$ cat src/rtl/missile_launcher_if.sv
// Pose, pixel-query and draw signals between the missile launcher and its neighbours.
// master drives ship pose, fire/frame/hit and scan position; slave is the launcher.
interface missile_launcher_if #(
    parameter int XW = 10,
    parameter int YW = 9,
    parameter int N  = 4
);
    logic               fire;
    logic               frame_pulse;
    logic [XW-1:0]      ship_x;
    logic [YW-1:0]      ship_y;
    logic signed [17:0] sin_val;
    logic signed [17:0] cos_val;
    logic [N-1:0]       hit;
    logic [XW-1:0]      pxl_x;
    logic [YW-1:0]      pxl_y;
    logic [N-1:0]       active;
    logic [N-1:0]       slot_draw;
    logic [3:0]         Red;
    logic [3:0]         Green;
    logic [3:0]         Blue;
    logic               Draw;

    modport master (
        output fire, frame_pulse, ship_x, ship_y,
        output sin_val, cos_val, hit, pxl_x, pxl_y,
        input  active, slot_draw, Red, Green, Blue, Draw
    );

    modport slave (
        input  fire, frame_pulse, ship_x, ship_y,
        input  sin_val, cos_val, hit, pxl_x, pxl_y,
        output active, slot_draw, Red, Green, Blue, Draw
    );
endinterface

$ cat src/rtl/missile_launcher.sv
// Missile launcher: N slots spawned at the ship centre, flown along the heading, drawn as squares.
// MISSILE_WRAP_EN: defined -> off-screen positions wrap; undefined -> off-screen kills the slot.
module missile_launcher #(
    parameter int          WIDTH      = 640,
    parameter int          HEIGHT     = 480,
    parameter int          N_MISSILES = 4,
    parameter int          SPEED      = 6,
    parameter int          LIFE       = 40,
    parameter int          COOLDOWN   = 8,
    parameter int          SIZE       = 3,
    parameter logic [11:0] COLOR      = 12'hFF0
) (
    input logic               clk,
    input logic               resetN,
    missile_launcher_if.slave bus
);
    localparam int XW   = $clog2(WIDTH);
    localparam int YW   = $clog2(HEIGHT);
    localparam int N    = N_MISSILES;
    localparam int PXW  = XW + 8;
    localparam int PYW  = YW + 8;
    localparam int SXW  = ((PXW > 18) ? PXW : 18) + 2;
    localparam int SYW  = ((PYW > 18) ? PYW : 18) + 2;
    localparam int HALF = SIZE / 2;

    localparam logic signed [7:0]     SPD    = 8'(SPEED);
    localparam logic [7:0]            LIFE_V = 8'(LIFE);
    localparam logic [7:0]            COOL_V = 8'(COOLDOWN);
    localparam logic signed [SXW-1:0] X_SPAN = SXW'(WIDTH * 256);
    localparam logic signed [SYW-1:0] Y_SPAN = SYW'(HEIGHT * 256);
    localparam logic [XW:0]           HALF_X = (XW + 1)'(HALF);
    localparam logic [YW:0]           HALF_Y = (YW + 1)'(HALF);

    logic               fire_q;
    logic               fire_d;
    logic [7:0]         cooldown_q;
    logic [7:0]         cooldown_d;
    logic [N-1:0]       active_q;
    logic [N-1:0]       active_d;
    logic [PXW-1:0]     pos_x_q [N];
    logic [PXW-1:0]     pos_x_d [N];
    logic [PYW-1:0]     pos_y_q [N];
    logic [PYW-1:0]     pos_y_d [N];
    logic signed [17:0] vel_x_q [N];
    logic signed [17:0] vel_x_d [N];
    logic signed [17:0] vel_y_q [N];
    logic signed [17:0] vel_y_d [N];
    logic [7:0]         life_q  [N];
    logic [7:0]         life_d  [N];

    logic [N-1:0]       slot_draw_q;
    logic [N-1:0]       slot_draw_d;
    logic               draw_q;
    logic               draw_d;
    logic [11:0]        rgb_q;
    logic [11:0]        rgb_d;

    logic               fire_edge;
    logic               launch;
    logic [N-1:0]       launch_oh;
    logic signed [25:0] prod_x;
    logic signed [25:0] prod_y;
    logic signed [17:0] vel_x_new;
    logic signed [17:0] vel_y_new;

    // Accept a fire edge into the lowest free slot; scale heading into a velocity
    always_comb begin
        fire_edge = bus.fire & ~fire_q;
        launch_oh = '0;
        for (int i = N - 1; i >= 0; i--) begin
            if (!active_q[i]) begin
                launch_oh    = '0;
                launch_oh[i] = 1'b1;
            end
        end
        if (!fire_edge || (cooldown_q != 8'd0)) begin
            launch_oh = '0;
        end
        launch    = |launch_oh;
        prod_x    = 26'(bus.cos_val) * 26'(SPD);
        prod_y    = 26'(bus.sin_val) * 26'(SPD);
        vel_x_new = prod_x[25:8];
        vel_y_new = -prod_y[25:8];
    end

    // Slot update: launch beats hit, hit beats the frame move
    always_comb begin
        logic signed [SXW-1:0] sum_x;
        logic signed [SYW-1:0] sum_y;
        logic                  off_x;
        logic                  off_y;

        fire_d     = bus.fire;
        cooldown_d = cooldown_q;
        active_d   = active_q;
        sum_x      = '0;
        sum_y      = '0;
        off_x      = 1'b0;
        off_y      = 1'b0;

        if (launch) begin
            cooldown_d = COOL_V;
        end else if (bus.frame_pulse && (cooldown_q != 8'd0)) begin
            cooldown_d = cooldown_q - 8'd1;
        end

        for (int i = 0; i < N; i++) begin
            pos_x_d[i] = pos_x_q[i];
            pos_y_d[i] = pos_y_q[i];
            vel_x_d[i] = vel_x_q[i];
            vel_y_d[i] = vel_y_q[i];
            life_d[i]  = life_q[i];

            sum_x = {{(SXW - PXW){1'b0}}, pos_x_q[i]}
                  + {{(SXW - 18){vel_x_q[i][17]}}, vel_x_q[i]};
            sum_y = {{(SYW - PYW){1'b0}}, pos_y_q[i]}
                  + {{(SYW - 18){vel_y_q[i][17]}}, vel_y_q[i]};
            off_x = 1'b0;
            off_y = 1'b0;
`ifdef MISSILE_WRAP_EN
            if (sum_x[SXW-1]) begin
                sum_x = sum_x + X_SPAN;
            end else if (sum_x >= X_SPAN) begin
                sum_x = sum_x - X_SPAN;
            end
            if (sum_y[SYW-1]) begin
                sum_y = sum_y + Y_SPAN;
            end else if (sum_y >= Y_SPAN) begin
                sum_y = sum_y - Y_SPAN;
            end
`else
            off_x = sum_x[SXW-1] || (sum_x >= X_SPAN);
            off_y = sum_y[SYW-1] || (sum_y >= Y_SPAN);
`endif

            if (launch_oh[i]) begin
                pos_x_d[i]  = {bus.ship_x, 8'h80};
                pos_y_d[i]  = {bus.ship_y, 8'h80};
                vel_x_d[i]  = vel_x_new;
                vel_y_d[i]  = vel_y_new;
                life_d[i]   = LIFE_V;
                active_d[i] = 1'b1;
            end else if (active_q[i] && bus.hit[i]) begin
                active_d[i] = 1'b0;
            end else if (active_q[i] && bus.frame_pulse) begin
                pos_x_d[i] = sum_x[PXW-1:0];
                pos_y_d[i] = sum_y[PYW-1:0];
                life_d[i]  = life_q[i] - 8'd1;
                if ((life_q[i] == 8'd1) || off_x || off_y) begin
                    active_d[i] = 1'b0;
                end
            end
        end
    end

    // Square coverage test per live slot, merged into a single colour
    always_comb begin
        logic [XW:0] dx;
        logic [XW:0] ax;
        logic [YW:0] dy;
        logic [YW:0] ay;

        dx = '0;
        ax = '0;
        dy = '0;
        ay = '0;
        slot_draw_d = '0;
        for (int i = 0; i < N; i++) begin
            dx = {1'b0, bus.pxl_x} - {1'b0, pos_x_q[i][PXW-1:8]};
            dy = {1'b0, bus.pxl_y} - {1'b0, pos_y_q[i][PYW-1:8]};
            ax = dx[XW] ? -dx : dx;
            ay = dy[YW] ? -dy : dy;
            slot_draw_d[i] = active_q[i] && (ax <= HALF_X) && (ay <= HALF_Y);
        end
        draw_d = |slot_draw_d;
        rgb_d  = draw_d ? COLOR : 12'h000;
    end

    // Fire edge detector, cooldown and slot state registers
    always_ff @(posedge clk or negedge resetN) begin
        if (!resetN) begin
            fire_q     <= 1'b0;
            cooldown_q <= 8'd0;
            active_q   <= '0;
            for (int i = 0; i < N; i++) begin
                pos_x_q[i] <= '0;
                pos_y_q[i] <= '0;
                vel_x_q[i] <= '0;
                vel_y_q[i] <= '0;
                life_q[i]  <= '0;
            end
        end else begin
            fire_q     <= fire_d;
            cooldown_q <= cooldown_d;
            active_q   <= active_d;
            for (int i = 0; i < N; i++) begin
                pos_x_q[i] <= pos_x_d[i];
                pos_y_q[i] <= pos_y_d[i];
                vel_x_q[i] <= vel_x_d[i];
                vel_y_q[i] <= vel_y_d[i];
                life_q[i]  <= life_d[i];
            end
        end
    end

    // One-cycle registered pixel outputs
    always_ff @(posedge clk or negedge resetN) begin
        if (!resetN) begin
            slot_draw_q <= '0;
            draw_q      <= 1'b0;
            rgb_q       <= 12'h000;
        end else begin
            slot_draw_q <= slot_draw_d;
            draw_q      <= draw_d;
            rgb_q       <= rgb_d;
        end
    end

    assign bus.active    = active_q;
    assign bus.slot_draw = slot_draw_q;
    assign bus.Draw      = draw_q;
    assign bus.Red       = rgb_q[11:8];
    assign bus.Green     = rgb_q[7:4];
    assign bus.Blue      = rgb_q[3:0];
endmodule
$ cat src/flat_wrapper.sv
// flat-port wrapper written by rule: the top's interface ports become plain ports
module missile_launcher_flat 
#(
    parameter int          WIDTH      = 640,
    parameter int          HEIGHT     = 480,
    parameter int          N_MISSILES = 4,
    parameter int          SPEED      = 6,
    parameter int          LIFE       = 40,
    parameter int          COOLDOWN   = 8,
    parameter int          SIZE       = 3,
    parameter logic [11:0] COLOR      = 12'hFF0
)
  (clk, resetN, bus_fire, bus_frame_pulse, bus_ship_x, bus_ship_y, bus_sin_val, bus_cos_val, bus_hit, bus_pxl_x, bus_pxl_y, bus_active, bus_slot_draw, bus_Red, bus_Green, bus_Blue, bus_Draw);
  missile_launcher_if bus_i ();
  input logic clk;
  input logic resetN;
  input wire logic [$bits(bus_i.fire)-1:0] bus_fire;
  input wire logic [$bits(bus_i.frame_pulse)-1:0] bus_frame_pulse;
  input wire logic [$bits(bus_i.ship_x)-1:0] bus_ship_x;
  input wire logic [$bits(bus_i.ship_y)-1:0] bus_ship_y;
  input wire logic [$bits(bus_i.sin_val)-1:0] bus_sin_val;
  input wire logic [$bits(bus_i.cos_val)-1:0] bus_cos_val;
  input wire logic [$bits(bus_i.hit)-1:0] bus_hit;
  input wire logic [$bits(bus_i.pxl_x)-1:0] bus_pxl_x;
  input wire logic [$bits(bus_i.pxl_y)-1:0] bus_pxl_y;
  output wire logic [$bits(bus_i.active)-1:0] bus_active;
  output wire logic [$bits(bus_i.slot_draw)-1:0] bus_slot_draw;
  output wire logic [$bits(bus_i.Red)-1:0] bus_Red;
  output wire logic [$bits(bus_i.Green)-1:0] bus_Green;
  output wire logic [$bits(bus_i.Blue)-1:0] bus_Blue;
  output wire logic [$bits(bus_i.Draw)-1:0] bus_Draw;
  assign bus_i.fire = bus_fire;
  assign bus_i.frame_pulse = bus_frame_pulse;
  assign bus_i.ship_x = bus_ship_x;
  assign bus_i.ship_y = bus_ship_y;
  assign bus_i.sin_val = bus_sin_val;
  assign bus_i.cos_val = bus_cos_val;
  assign bus_i.hit = bus_hit;
  assign bus_i.pxl_x = bus_pxl_x;
  assign bus_i.pxl_y = bus_pxl_y;
  assign bus_active = bus_i.active;
  assign bus_slot_draw = bus_i.slot_draw;
  assign bus_Red = bus_i.Red;
  assign bus_Green = bus_i.Green;
  assign bus_Blue = bus_i.Blue;
  assign bus_Draw = bus_i.Draw;
  missile_launcher #(.WIDTH(WIDTH), .HEIGHT(HEIGHT), .N_MISSILES(N_MISSILES), .SPEED(SPEED), .LIFE(LIFE), .COOLDOWN(COOLDOWN), .SIZE(SIZE), .COLOR(COLOR)) u_core (.clk(clk), .resetN(resetN), .bus(bus_i));
endmodule
$ cat config.mk
export PLATFORM = sky130hd
export DESIGN_NAME = missile_launcher_flat
export DESIGN_NICKNAME = d
export VERILOG_FILES = /design/src/rtl/missile_launcher_if.sv /design/src/rtl/missile_launcher.sv /design/src/flat_wrapper.sv
export SDC_FILE = /design/constraint.sdc
export NUM_CORES = 1
export LEC_CHECK = 0
export CAP_MARGIN = 20
export CORE_UTILIZATION = 50
export CTS_BUF_LIST = sky130_fd_sc_hd__clkbuf_8
export CTS_CLUSTER_DIAMETER = 50
export DETAILED_ROUTE_END_ITERATION = 10
export GPL_ROUTABILITY_DRIVEN = 0
export GPL_TIMING_DRIVEN = 1
export HOLD_SLACK_MARGIN = 0.06
export PLACE_DENSITY = 0.68
export SYNTH_ARGS = -nofsm -noshare
export SYNTH_HDL_FRONTEND = slang
export SYNTH_SLANG_ARGS = --single-unit
export TNS_END_PERCENT = 10
$ cat constraint.sdc
create_clock -name clk -period 3.9 [get_ports clk]
set_input_delay 1.17 -clock clk [delete_from_list [all_inputs] [get_ports clk]]
set_output_delay 1.17 -clock clk [all_outputs]
set_load 0.02 [all_outputs]
==> results of run 1 <==
## flip-flops by register name (all words and copies together) (netlist names)
register              cells
u_core.pos_x_q           72
u_core.vel_y_q           72
u_core.pos_y_q           68
u_core.vel_x_q           56
u_core.life_q            32
u_core.cooldown_q         8
u_core.bus.active         4
u_core.bus.slot_draw      4
u_core.fire_q             1
u_core.rgb_q              1
## Yosys cell counts (13+ instances only)
| cell type | n |
|---|---|
| nand3_1 | 80 |
| o21bai_1 | 20 |
| a31oi_1 | 29 |
| o21ai_1 | 37 |
| or3_1 | 20 |
| xor2_1 | 106 |
| inv_1 | 151 |
| nor3_1 | 82 |
| a21o_1 | 68 |
| and2_1 | 21 |
| o21a_1 | 55 |
| clkbuf_1 | 75 |
| nor2b_1 | 37 |
| fa_1 | 16 |
| buf_4 | 13 |
| xnor2_1 | 112 |
| and3_1 | 20 |
| ha_1 | 298 |
| a22oi_1 | 81 |
| o31a_1 | 19 |
| o31ai_1 | 22 |
| a211oi_1 | 28 |
| or2_2 | 19 |
| dfrtp_1 | 318 |
| o21ai_0 | 303 |
| a21oi_1 | 171 |
| nand2_1 | 298 |
| nand2b_1 | 42 |
| nor2_1 | 226 |
## timing repair
action / CTS / global route
pin swaps: 4 / 50
setup endpoints to repair: 8 / 71
hold endpoints to repair: 0 / 0
setup buffers: 0 / 7
gates resized for setup: 16 / 82
## routing by layer
layer	up-vias	wire [um]	global-route usage
met2	767	35550	0.4704
met1	11922	34200	0.3857
met5	-	27	0
li1	11897	-	-
met4	4	2970	0.1190
met3	181	4542	0.04059
## area by class of cell
class	instances	area share
clock buffer	68	0.02942
multi-input combinational	2458	0.5467
antenna	1	0.00007866
clock inverter	31	0.006844
inverter	151	0.01782
sequential	318	0.2501
tap	672	0.02643
timing repair buffer	474	0.1226
## worst reg2reg max path, delay by kind of cell, from the launching register on
kind            cells  cell delay [ns]
fa+ha+maj           1             0.36
xor+xnor            1             0.16
simple gates        3             0.97
compound gates      6             1.64
flops               1             0.40
## final timing paths
check / startpoint / endpoint / slack [ns] / cells after the start
max: bus_sin_val[15] / u_core.vel_y_q[66] / 0.1 / 14
min: u_core.cooldown_q[6] / u_core.cooldown_q[6] / 0.48 / 1
max reg2reg: u_core.vel_y_q[22] / u_core.bus.active[2] / 0.26 / 11
min reg2reg: u_core.cooldown_q[6] / u_core.cooldown_q[6] / 0.48 / 1
max in group asynchronous: resetN / u_core.vel_y_q[31] / 2.59 / 2
min in group asynchronous: resetN / u_core.pos_x_q[38] / 0.51 / 1
## where the power goes
part,leakage [nW],internal (W),total [W],switching [W]
sequential,4.35,0.00363,0.00393,0.000303
combinational,10.2,0.00215,0.00457,0.00242
clock,0.663,0.00177,0.00322,0.00146
total,15.2,0.00755,0.0117,0.00418
## metrics by stage
stage / total power, W / TNS (ns) / std cells / instance area [um^2]
floorplan: 0.006514 / -0.03074 / 3024 / 25860
global placement: 0.008135 / -39.70 / 4066 / 30130
detailed placement: 0.008312 / -49.57 / 4066 / 30130
CTS: 0.01158 / 0 / 4165 / 31370
global route: 0.01240 / -0.03322 / 4173 / 31810
finish: 0.01172 / 0 / 4173 / 31810
## logic make-up (layout without fill, tap and decap cells)
kind of cell / count (synthesis) / count (layout) / share of synthesized area
buffers and inverters: 248 / 724 / 0.03804
xor gates and xnor gates: 218 / 218 / 0.07396
other: 1 / 5 / 0.0001453
muxes: 20 / 20 / 0.008239
AOI/OAI and AO/OA: 994 / 994 / 0.2499
adders and majority gates: 314 / 314 / 0.1568
and+or+nand+nor: 908 / 908 / 0.1647
DFF: 318 / 318 / 0.3082
==> out/results.txt, run 1 <==
Global-route wire length before repair = 123.1 mm
Area grow syn2layout = 23.22%
Register area = 7958 um^2
Fin worst setup slack = 0.09861 ns
Hold Worst Slack = 0.4765 ns
Critical Path Sink Type = flop
CP max FO = 4
DRT antenna net count = 0
Post-DR vias/cell = 5.936
Final WL = 77.29 mm
Max_slew headroom = 0.4736
Final setup fails = 0
Vias = 24771
Outcome = completed
Yosys Warn Count = 0
Leading area contributor after synthesis = dfrtp_1
Hold Path Class = reg2reg
Die Footprint = 52550 um^2
Top post-synthesis cells by area = dfrtp_1, ha_1, o21ai_0, nand2_1, xnor2_1
Post-CTS Hold Fix Bufs = 0
Main synth FF type = dfrtp_1
Detailed placement HPWL = 58.85 mm
Clk buf depth = 3
Root Buffer = clkbuf_8
Period utilization = 0.9747
Netlist cell types = 89
CP peak stage delay = 0.45 ns
CTS Buf Count = 56
Cell mode on critical path = buf_4
Skew final = 0.03212 ns
Core ar. = 50580 um^2
H-tree Lvls = 2
Drt pass-1 iters = 6
Pwr Density = 368.5 nW/um^2
Slew Limit Fails = 0
Post-synth ARST share = 1.000
Number of global-route vias before repair = 23915
Share of cells above drive strength 1 = 0.1706
Worst path arrival time = 4.32 ns
Lkg Pwr = 15.22 nW
Cells after Synth = 3021
Cell family with most CP delay = buffers and inverters
GRT Util Overall = 0.2891
CP Cell Sequence = clkdlybuf4s50_1 > ha_1 > ha_1 > inv_1 > or3_1 > o21ai_1 > o32ai_1 > buf_4 > buf_4 > or3_1 > nor2_1 > a2111oi_2 > buf_4 > mux2_2
FMAX = 263.1 MHz
Register area share after synthesis = 0.3082
# Max-Cap Violations = 0
Startpoint Class = primary input
Clock-pin slew on the worst setup and hold paths = 0.06 ns
Number of remaining DRC errors = 0
Die Span Y = 229.2 um
Fillers = 4279
Hold Vio Cnt, Final = 0
Buffers & Inverters on Critical Path = 5
Tightest Pin Transition = 0.7794 ns
Std-Cell Rows = 82
Commonest non-fill, non-tap cell in the layout = buf_4
WP data required = 4.42 ns
Largest net degree at the start of global routing = 84
Area occupied by multi-input gates = 17390 um^2
Yosys reg bits = 318
Layout net count = 3855
First DRT Iteration DRCs = 1768
I/O Pins = 103
Worst skew pair latency = 0.66 ns
Final core occ = 0.6289
Total gr overflow = 0
Maximum vdd drop = 0.0002796 V
Post-synth EDFFs = 0
Initial antenna violation count = 3
Syn Area/Cell = 8.546 um^2
Die W = 229.2 um
RSZ-0062 raised after global routing = yes
Buffers added on ports = 98
WL per Instance = 18.52 um
CTS tree = done
Synth top area share = 0.3082
Post-layout min period = 3.801 ns
Critical path type = in2reg
Sink Count = 318
Initial Utilization = 0.5104
Highest-count cells in the layout ignoring fill and taps = buf_4, dfrtp_1, o21ai_0, nand2_1, ha_1
Place WS = -0.9549 ns
Critical path's slowest cell = clkdlybuf4s50_1
Synthesized cell area = 25820 um^2
No activity file was read; power rests on OpenSTA's default activity.
==> inputs of run 2 (changes only) <==
--- a/config.mk
+++ b/config.mk
@@ -10,7 +10,7 @@
 export CTS_BUF_LIST = sky130_fd_sc_hd__clkbuf_8
 export CTS_CLUSTER_DIAMETER = 50
 export DETAILED_ROUTE_END_ITERATION = 10
-export GPL_ROUTABILITY_DRIVEN = 0
+export GPL_ROUTABILITY_DRIVEN = 1
 export GPL_TIMING_DRIVEN = 1
 export HOLD_SLACK_MARGIN = 0.06
 export PLACE_DENSITY = 0.68
==> run 2 against run 1 <==
Non-clock buffer count shrank 10. Sequential power is essentially flat. Critical path type unchanged. Total power shrank 1.4%. Die area is the same. First-iteration DRC count grew 0.62%. Hold slack lost 0.0098 ns. Critical path depth shrank 3. Largest power group unchanged. Final cell count shrank 0.22%. Worst setup slack lost 0.054 ns.
==> out/results.txt, run 2 (synthesized netlist as in run 1, its figures left out) <==
Outcome = completed (unchanged)
Largest net degree at the start of global routing = 95 (was 84)
Cell family with most CP delay = compound AO/OA/AOI/OAI gates (was buffers and inverters)
Skew final = 0.02710 ns (was 0.03212 ns)
Clock power share = 0.276 (was 0.275)
Critical path's slowest cell = clkdlybuf4s50_1 (unchanged)
Core ar. = 50580 um^2 (unchanged)
Top flop regs = u_core.pos_x_q (72), u_core.vel_y_q (72), u_core.pos_y_q (68) (unchanged)
Tot Pwr = 0.01156 W (was 0.01172 W)
Std-Cell Rows = 82 (unchanged)
Worst-case reg-to-reg path depth = 11 (unchanged)
Highest-count cells in the layout ignoring fill and taps = buf_4, dfrtp_1, o21ai_0, nand2_1, ha_1 (unchanged)
Total gr overflow = 0 (unchanged)
Worst skew pair latency = 0.66 ns (about the same)
Critical Path Sink Type = flop (unchanged)
RSZ-0062 raised after global routing = yes (unchanged)
Buffers & Inverters on Critical Path = 1 (was 5)
Lkg Pwr = 15.08 nW (was 15.22 nW)
Tightest Pin Transition = 0.9794 ns (was 0.7794 ns)
Final WL = 76.45 mm (was 77.29 mm)
CTS Buf Count = 57 (was 56)
Die Footprint = 52550 um^2 (unchanged)
Global-route wire length before repair = 123.5 mm (was 123.1 mm)
Critical path endpoint = u_core.rgb_q[10] (was u_core.vel_y_q[66])
Worst path arrival time = 4.43 ns (was 4.32 ns)
First DRT Iteration DRCs = 1779 (was 1768)
Post-layout min period = 3.855 ns (was 3.801 ns)
Number of global-route vias before repair = 24068 (was 23915)
Vias = 24384 (was 24771)
Post-CTS Hold Fix Bufs = 0 (unchanged)
Root Buffer = clkbuf_8 (unchanged)
CTS tree = done (unchanged)
Number of remaining DRC errors = 0 (unchanged)
Buffers added on ports = 98 (unchanged)
Area grow syn2layout = 22.51% (was 23.22%)
GRT Util Overall = 0.2893 (was 0.2891)
WP data required = 4.47 ns (was 4.42 ns)
Power Internal = 0.007449 W (was 0.007546 W)
Detailed placement HPWL = 59.09 mm (was 58.85 mm)
Reg power frac = 0.339 (was 0.335)
Net Sw Frac = 0.3556 (was 0.3564)
Sink Count = 318 (unchanged)
Die Span Y = 229.2 um (unchanged)
Share of cells above drive strength 1 = 0.1618 (was 0.1706)
Slew Limit Fails = 0 (unchanged)
Logic gate share of total power = 0.385 (was 0.390)
H-tree Lvls = 2 (unchanged)
Die W = 229.2 um (unchanged)
Layout Cells excl Fill = 4164 (was 4173)
R2R Path Start = u_core.vel_y_q[22] (unchanged)
Worst path depth = 11 (was 14)
Area occupied by multi-input gates = 17270 um^2 (was 17390 um^2)
Initial Utilization = 0.5104 (unchanged)
GPL Wtd Cong = 0.9371
Period utilization = 0.9886 (was 0.9747)
Maximum vdd drop = 0.0003038 V (was 0.0002796 V)
RR Endpoint = u_core.bus.active[2] (unchanged)
Startpoint Class = primary input (unchanged)
Pwr Density = 365.5 nW/um^2 (was 368.5 nW/um^2)
Switching power = 0.004110 W (was 0.004178 W)
I/O Pins = 103 (unchanged)
Worst setup path startpoint = bus_pxl_x[2] (was bus_sin_val[15])
Drt pass-1 iters = 5 (was 6)
FMAX = 259.4 MHz (was 263.1 MHz)
Fillers = 4360 (was 4279)
WL per Instance = 18.36 um (was 18.52 um)
DRT antenna net count = 0 (unchanged)
Register area = 7958 um^2 (unchanged)
Clk buf depth = 3 (unchanged)
Max_slew headroom = 0.3447 (was 0.4736)
CP max FO = 4 (unchanged)
Post-DR vias/cell = 5.856 (was 5.936)
Critical path type = in2reg (unchanged)
Hold Path Class = reg2reg (unchanged)
Final core occ = 0.6253 (was 0.6289)
# placed instances = 4059 (was 4066)
Hold wc startpoint = u_core.cooldown_q[6] (unchanged)
FF-to-FF setup slack = 0.27 ns (was 0.26 ns)
CP peak stage delay = 0.51 ns (was 0.45 ns)
Hold Vio Cnt, Final = 0 (unchanged)
CP Cell Sequence = clkdlybuf4s50_1 > ha_1 > o2111a_1 > or4_4 > a211oi_4 > a31oi_1 > a211o_1 > a221oi_2 > nand4_1 > a2111o_1 > o2111ai_2 (was clkdlybuf4s50_1 > ha_1 > ha_1 > inv_1 > or3_1 > o21ai_1 > o32ai_1 > buf_4 > buf_4 > or3_1 > nor2_1 > a2111oi_2 > buf_4 > mux2_2)
Layout net count = 3846 (was 3855)
Initial antenna violation count = 1 (was 3)
Clock-pin slew on the worst setup and hold paths = 0.06 ns (about the same)
# Max-Cap Violations = 0 (unchanged)
Final setup fails = 0 (unchanged)
Commonest non-fill, non-tap cell in the layout = buf_4 (unchanged)
[run 2: cell count changes in the layout (fill, tap and decap cells not counted), sizes merged]
cell,change
buf,-10
bufinv,-1
clkbuf,-1
clkdlybuf4s50,+5
clkinv,-1
clkinvlp,+2
dlygate4sd2,+1
dlymetal6s2s,-5
inv,+1
[run 2: timing repair]
action                     4_1_cts  5_1_grt
setup endpoints to repair       11       68
buffers inserted                 0        4
pin swaps                        1       37
resized for setup                5       59
[run 2: power by group through the flow]
| stage | Clock (W) | Combinational (W) | Sequential (W) |
|---|---|---|---|
| 2_1_floorplan | 0 | 0.00265 | 0.00387 |
| 3_3_place_gp | 0 | 0.00417 | 0.00395 |
| 3_5_place_dp | 0 | 0.00433 | 0.00397 |
| 4_1_cts | 0.00325 | 0.00435 | 0.00391 |
| 5_1_grt | 0.00339 | 0.00492 | 0.00396 |
| 6_report | 0.00319 | 0.00445 | 0.00392 |
[run 2: layout make-up]
class / count / area share
diodes: 1 / 0.00007912
clock buffers: 68 / 0.02959
clock inverters: 32 / 0.006567
inverters: 151 / 0.01792
multi-input cells: 2458 / 0.5459
flip-flops and latches: 318 / 0.2516
well taps: 672 / 0.02658
repair buffers: 464 / 0.1217
[run 2: per-stage QoR]
step | setup TNS [ns] | hold slack (ns) | instance area, um^2 | setup slack [ns]
6_report | 0 | 0.4667 | 31630 | 0.04453
5_1_grt | -0.1927 | 0.4999 | 31630 | -0.08377
4_1_cts | -0.1373 | 0.4653 | 31280 | -0.03514
3_5_place_dp | -50.83 | 0.4580 | 30120 | -0.8384
3_3_place_gp | -40.54 | 0.4490 | 30120 | -0.8005
2_1_floorplan | -0.03074 | 0.4336 | 25860 | -0.03074
[run 2: how the worst min path moves through the flow]
stage	end	slack [ns]	cells past startpoint
2_1_floorplan	u_core.cooldown_q[6]	0.43	1
3_3_place_gp	u_core.cooldown_q[6]	0.45	1
3_5_place_dp	u_core.cooldown_q[6]	0.46	1
4_1_cts	u_core.cooldown_q[6]	0.47	1
5_1_grt	u_core.cooldown_q[6]	0.50	1
6_report	u_core.cooldown_q[6]	0.47	1
[run 2: per-layer routing]
| metal | track usage | up-vias | wire length (um) |
|---|---|---|---|
| met5 | 0 | - | 0 |
| met4 | 0.1071 | 0 | 2709 |
| met3 | 0.03449 | 155 | 4061 |
| met2 | 0.4704 | 654 | 34930 |
| met1 | 0.3947 | 11725 | 34750 |
| li1 | - | 11850 | - |
==> inputs of run 3 (changes only) <==
--- a/config.mk
+++ b/config.mk
@@ -6,6 +6,7 @@
 export NUM_CORES = 1
 export LEC_CHECK = 0
 export CAP_MARGIN = 20
+export CORE_ASPECT_RATIO = 1.1
 export CORE_UTILIZATION = 50
 export CTS_BUF_LIST = sky130_fd_sc_hd__clkbuf_8
 export CTS_CLUSTER_DIAMETER = 50
==> run 3 against run 2 <==
Combinational power about the same. Register-to-register slack better by 0.02 ns. First-iteration DRC count down 3.9%. Clock power up 1%. Critical path depth up 4. Total power up 0.25%. Hold slack better by 0.0025 ns. Sequential cell count unchanged. Fmax up 0.94%. Non-clock buffer count up 22. Core utilization up 0.17 points. Sequential power about the same. Largest cell class unchanged.
==> out/results.txt, run 3 (synthesized netlist as in run 1, its figures left out) <==
RR Endpoint = u_core.bus.active[2] (unchanged)
Worst-case reg-to-reg path depth = 11 (unchanged)
DRT antenna net count = 0 (unchanged)
I/O Pins = 103 (unchanged)
Lkg Pwr = 15.17 nW (was 15.08 nW)
Detailed placement HPWL = 59.07 mm (was 59.09 mm)
Max_slew headroom = 0.3351 (was 0.3447)
Largest net degree at the start of global routing = 83 (was 95)
Tightest Pin Transition = 0.9937 ns (was 0.9794 ns)
Post-layout min period = 3.820 ns (was 3.855 ns)
GPL Wtd Cong = 0.9611 (was 0.9371)
CTS Buf Count = 55 (was 57)
Layout net count = 3866 (was 3846)
Commonest non-fill, non-tap cell in the layout = buf_4 (unchanged)
Hold Path Class = in2async (was reg2reg)
First DRT Iteration DRCs = 1710 (was 1779)
Share of cells above drive strength 1 = 0.1655 (was 0.1618)
Initial Utilization = 0.5105 (was 0.5104)
Hold Vio Cnt, Final = 0 (unchanged)
Final WL = 76.66 mm (was 76.45 mm)
Total negative slack = 0 ns (unchanged)
Number of remaining DRC errors = 0 (unchanged)
CP max FO = 8 (was 4)
Final core occ = 0.6270 (was 0.6253)
Post-CTS Hold Fix Bufs = 0 (unchanged)
Root Buffer = clkbuf_8 (unchanged)
Place WS = -0.9275 ns (was -0.8384 ns)
Skew final = 0.06455 ns (was 0.02710 ns)
CP Cell Sequence = clkdlybuf4s50_1 > ha_1 > ha_1 > a41o_1 > a21o_1 > a21o_1 > a41oi_2 > buf_4 > o311ai_1 > and2_1 > a211o_1 > nand2_1 > xor2_1 > buf_4 > a21oi_1 (was clkdlybuf4s50_1 > ha_1 > o2111a_1 > or4_4 > a211oi_4 > a31oi_1 > a211o_1 > a221oi_2 > nand4_1 > a2111o_1 > o2111ai_2)
Slew Limit Fails = 0 (unchanged)
Global-route wire length before repair = 121.7 mm (was 123.5 mm)
Maximum vdd drop = 0.0002295 V (was 0.0003038 V)
WP data required = 4.40 ns (was 4.47 ns)
Worst path arrival time = 4.32 ns (was 4.43 ns)
Initial antenna violation count = 1 (unchanged)
Highest-count cells in the layout ignoring fill and taps = buf_4, dfrtp_1, o21ai_0, nand2_1, ha_1 (unchanged)
# placed instances = 4066 (was 4059)
H-tree Lvls = 2 (unchanged)
Critical Path Sink Type = flop (unchanged)
Fin worst setup slack = 0.08031 ns (was 0.04453 ns)
Sink Count = 318 (unchanged)
Worst skew pair latency = 0.69 ns (was 0.66 ns)
Period utilization = 0.9794 (was 0.9886)
Pwr Density = 365.5 nW/um^2 (about the same)
Cell family with most CP delay = compound AO/OA/AOI/OAI gates (unchanged)
Layout Cells excl Fill = 4171 (was 4164)
Number of global-route vias before repair = 23736 (was 24068)
RSZ-0062 raised after global routing = yes (unchanged)
Core ar. = 50570 um^2 (was 50580 um^2)
FF-to-FF setup slack = 0.29 ns (was 0.27 ns)
Clk buf depth = 3 (unchanged)
# Max-Cap Violations = 0 (unchanged)
Drt pass-1 iters = 7 (was 5)
CP peak stage delay = 0.43 ns (was 0.51 ns)
Final setup fails = 0 (unchanged)
Area grow syn2layout = 22.82% (was 22.51%)
Top flop regs = u_core.pos_x_q (72), u_core.vel_y_q (72), u_core.pos_y_q (68) (unchanged)
FMAX = 261.8 MHz (was 259.4 MHz)
Clock-pin slew on the worst setup and hold paths = 0.06 ns (about the same)
Vias = 24487 (was 24384)
Post-DR vias/cell = 5.871 (was 5.856)
Buffers & Inverters on Critical Path = 3 (was 1)
Critical path type = in2reg (unchanged)
Buffers added on ports = 98 (unchanged)
Outcome = completed (unchanged)
CTS tree = done (unchanged)
WL per Instance = 18.38 um (was 18.36 um)
Std-Cell Rows = 86 (was 82)
Die Span Y = 240.3 um (was 229.2 um)
Startpoint Class = primary input (unchanged)
Total gr overflow = 0 (unchanged)
R2R Path Start = u_core.vel_y_q[22] (unchanged)
Die Footprint = 52550 um^2 (about the same)
Die W = 218.7 um (was 229.2 um)
GRT Util Overall = 0.2906 (was 0.2893)
Critical path's slowest cell = clkdlybuf4s50_1 (unchanged)
[run 3: cell count changes in the layout (fill, tap and decap cells not counted), sizes merged]
cell / previous run / this run
buf: 367 / 389
clkbuf: 68 / 71
clkdlybuf4s50: 89 / 91
clkinv: 8 / 5
clkinvlp: 3 / 1
dlygate4sd2: 1 / 2
dlymetal6s2s: 7 / 4
inv: 170 / 169
[run 3: how the worst max path moves through the flow]
stage / startpoint / end / slack [ns] / cells after the start
2_1_floorplan: bus_pxl_x[0] / u_core.rgb_q[10] / -0.03 / 14
3_3_place_gp: bus_pxl_x[0] / u_core.rgb_q[10] / -0.85 / 15
3_5_place_dp: bus_pxl_x[0] / u_core.rgb_q[10] / -0.93 / 15
4_1_cts: bus_sin_val[3] / u_core.vel_y_q[66] / -0.004 / 16
5_1_grt: bus_cos_val[2] / u_core.vel_x_q[11] / -0.07 / 15
6_report: bus_cos_val[2] / u_core.vel_x_q[49] / 0.08 / 15
[run 3: what timing repair did]
item | 4_1_cts | 5_1_grt
endpoints found under the hold margin | 0 | 0
resized for setup | 8 | 54
pin swaps | 6 | 24
buffers inserted | 4 | 4
setup endpoints to repair | 11 | 61
[run 3: report_power, final]
part	total (W)	internal (W)	leakage (nW)	switching (W)
clock	0.00323	0.00176	0.658	0.00147
combinational	0.00444	0.00211	10.2	0.00233
sequential	0.00392	0.00363	4.35	0.000291
[run 3: through the flow]
step	hold WS, ns	instance area (um^2)	total power (W)
finish	0.4692	31710	0.01159
global route	0.4683	31710	0.01231
CTS	0.4351	31410	0.01153
detailed placement	0.4638	30190	0.008249
global placement	0.4499	30190	0.008085
floorplan	0.4336	25860	0.006514
[run 3: worst reg2reg max path, stage by stage (launching register included)]
cell and delay [ns]:
dfrtp_1 0.40, ha_1 0.38, and2_1 0.18, a31o_1 0.19
or4_1 0.49, a31oi_1 0.28, o221ai_1 0.28, a211o_1 0.34
a21oi_1 0.18, xnor2_1 0.17, nand4_1 0.29, a211o_1 0.37
[run 3: metal layers]
metal	GRT usage	share of wire	wire (um)
met1	0.3879	0.45	34330
met2	0.4792	0.46	35370
met3	0.03428	0.051	3895
met4	0.1141	0.040	3072
met5	0	0	0
[run 3: cell type report]
type | instances | area [um^2]
fillers | 4405 | 18870
multi-input cells | 2458 | 17240
flip-flops and latches | 318 | 7958
repair buffers | 486 | 3960
clock buffers | 71 | 977.2
well taps | 660 | 825.8
inverters | 151 | 566.8
clock inverters | 26 | 178.9
diodes | 1 | 2.502
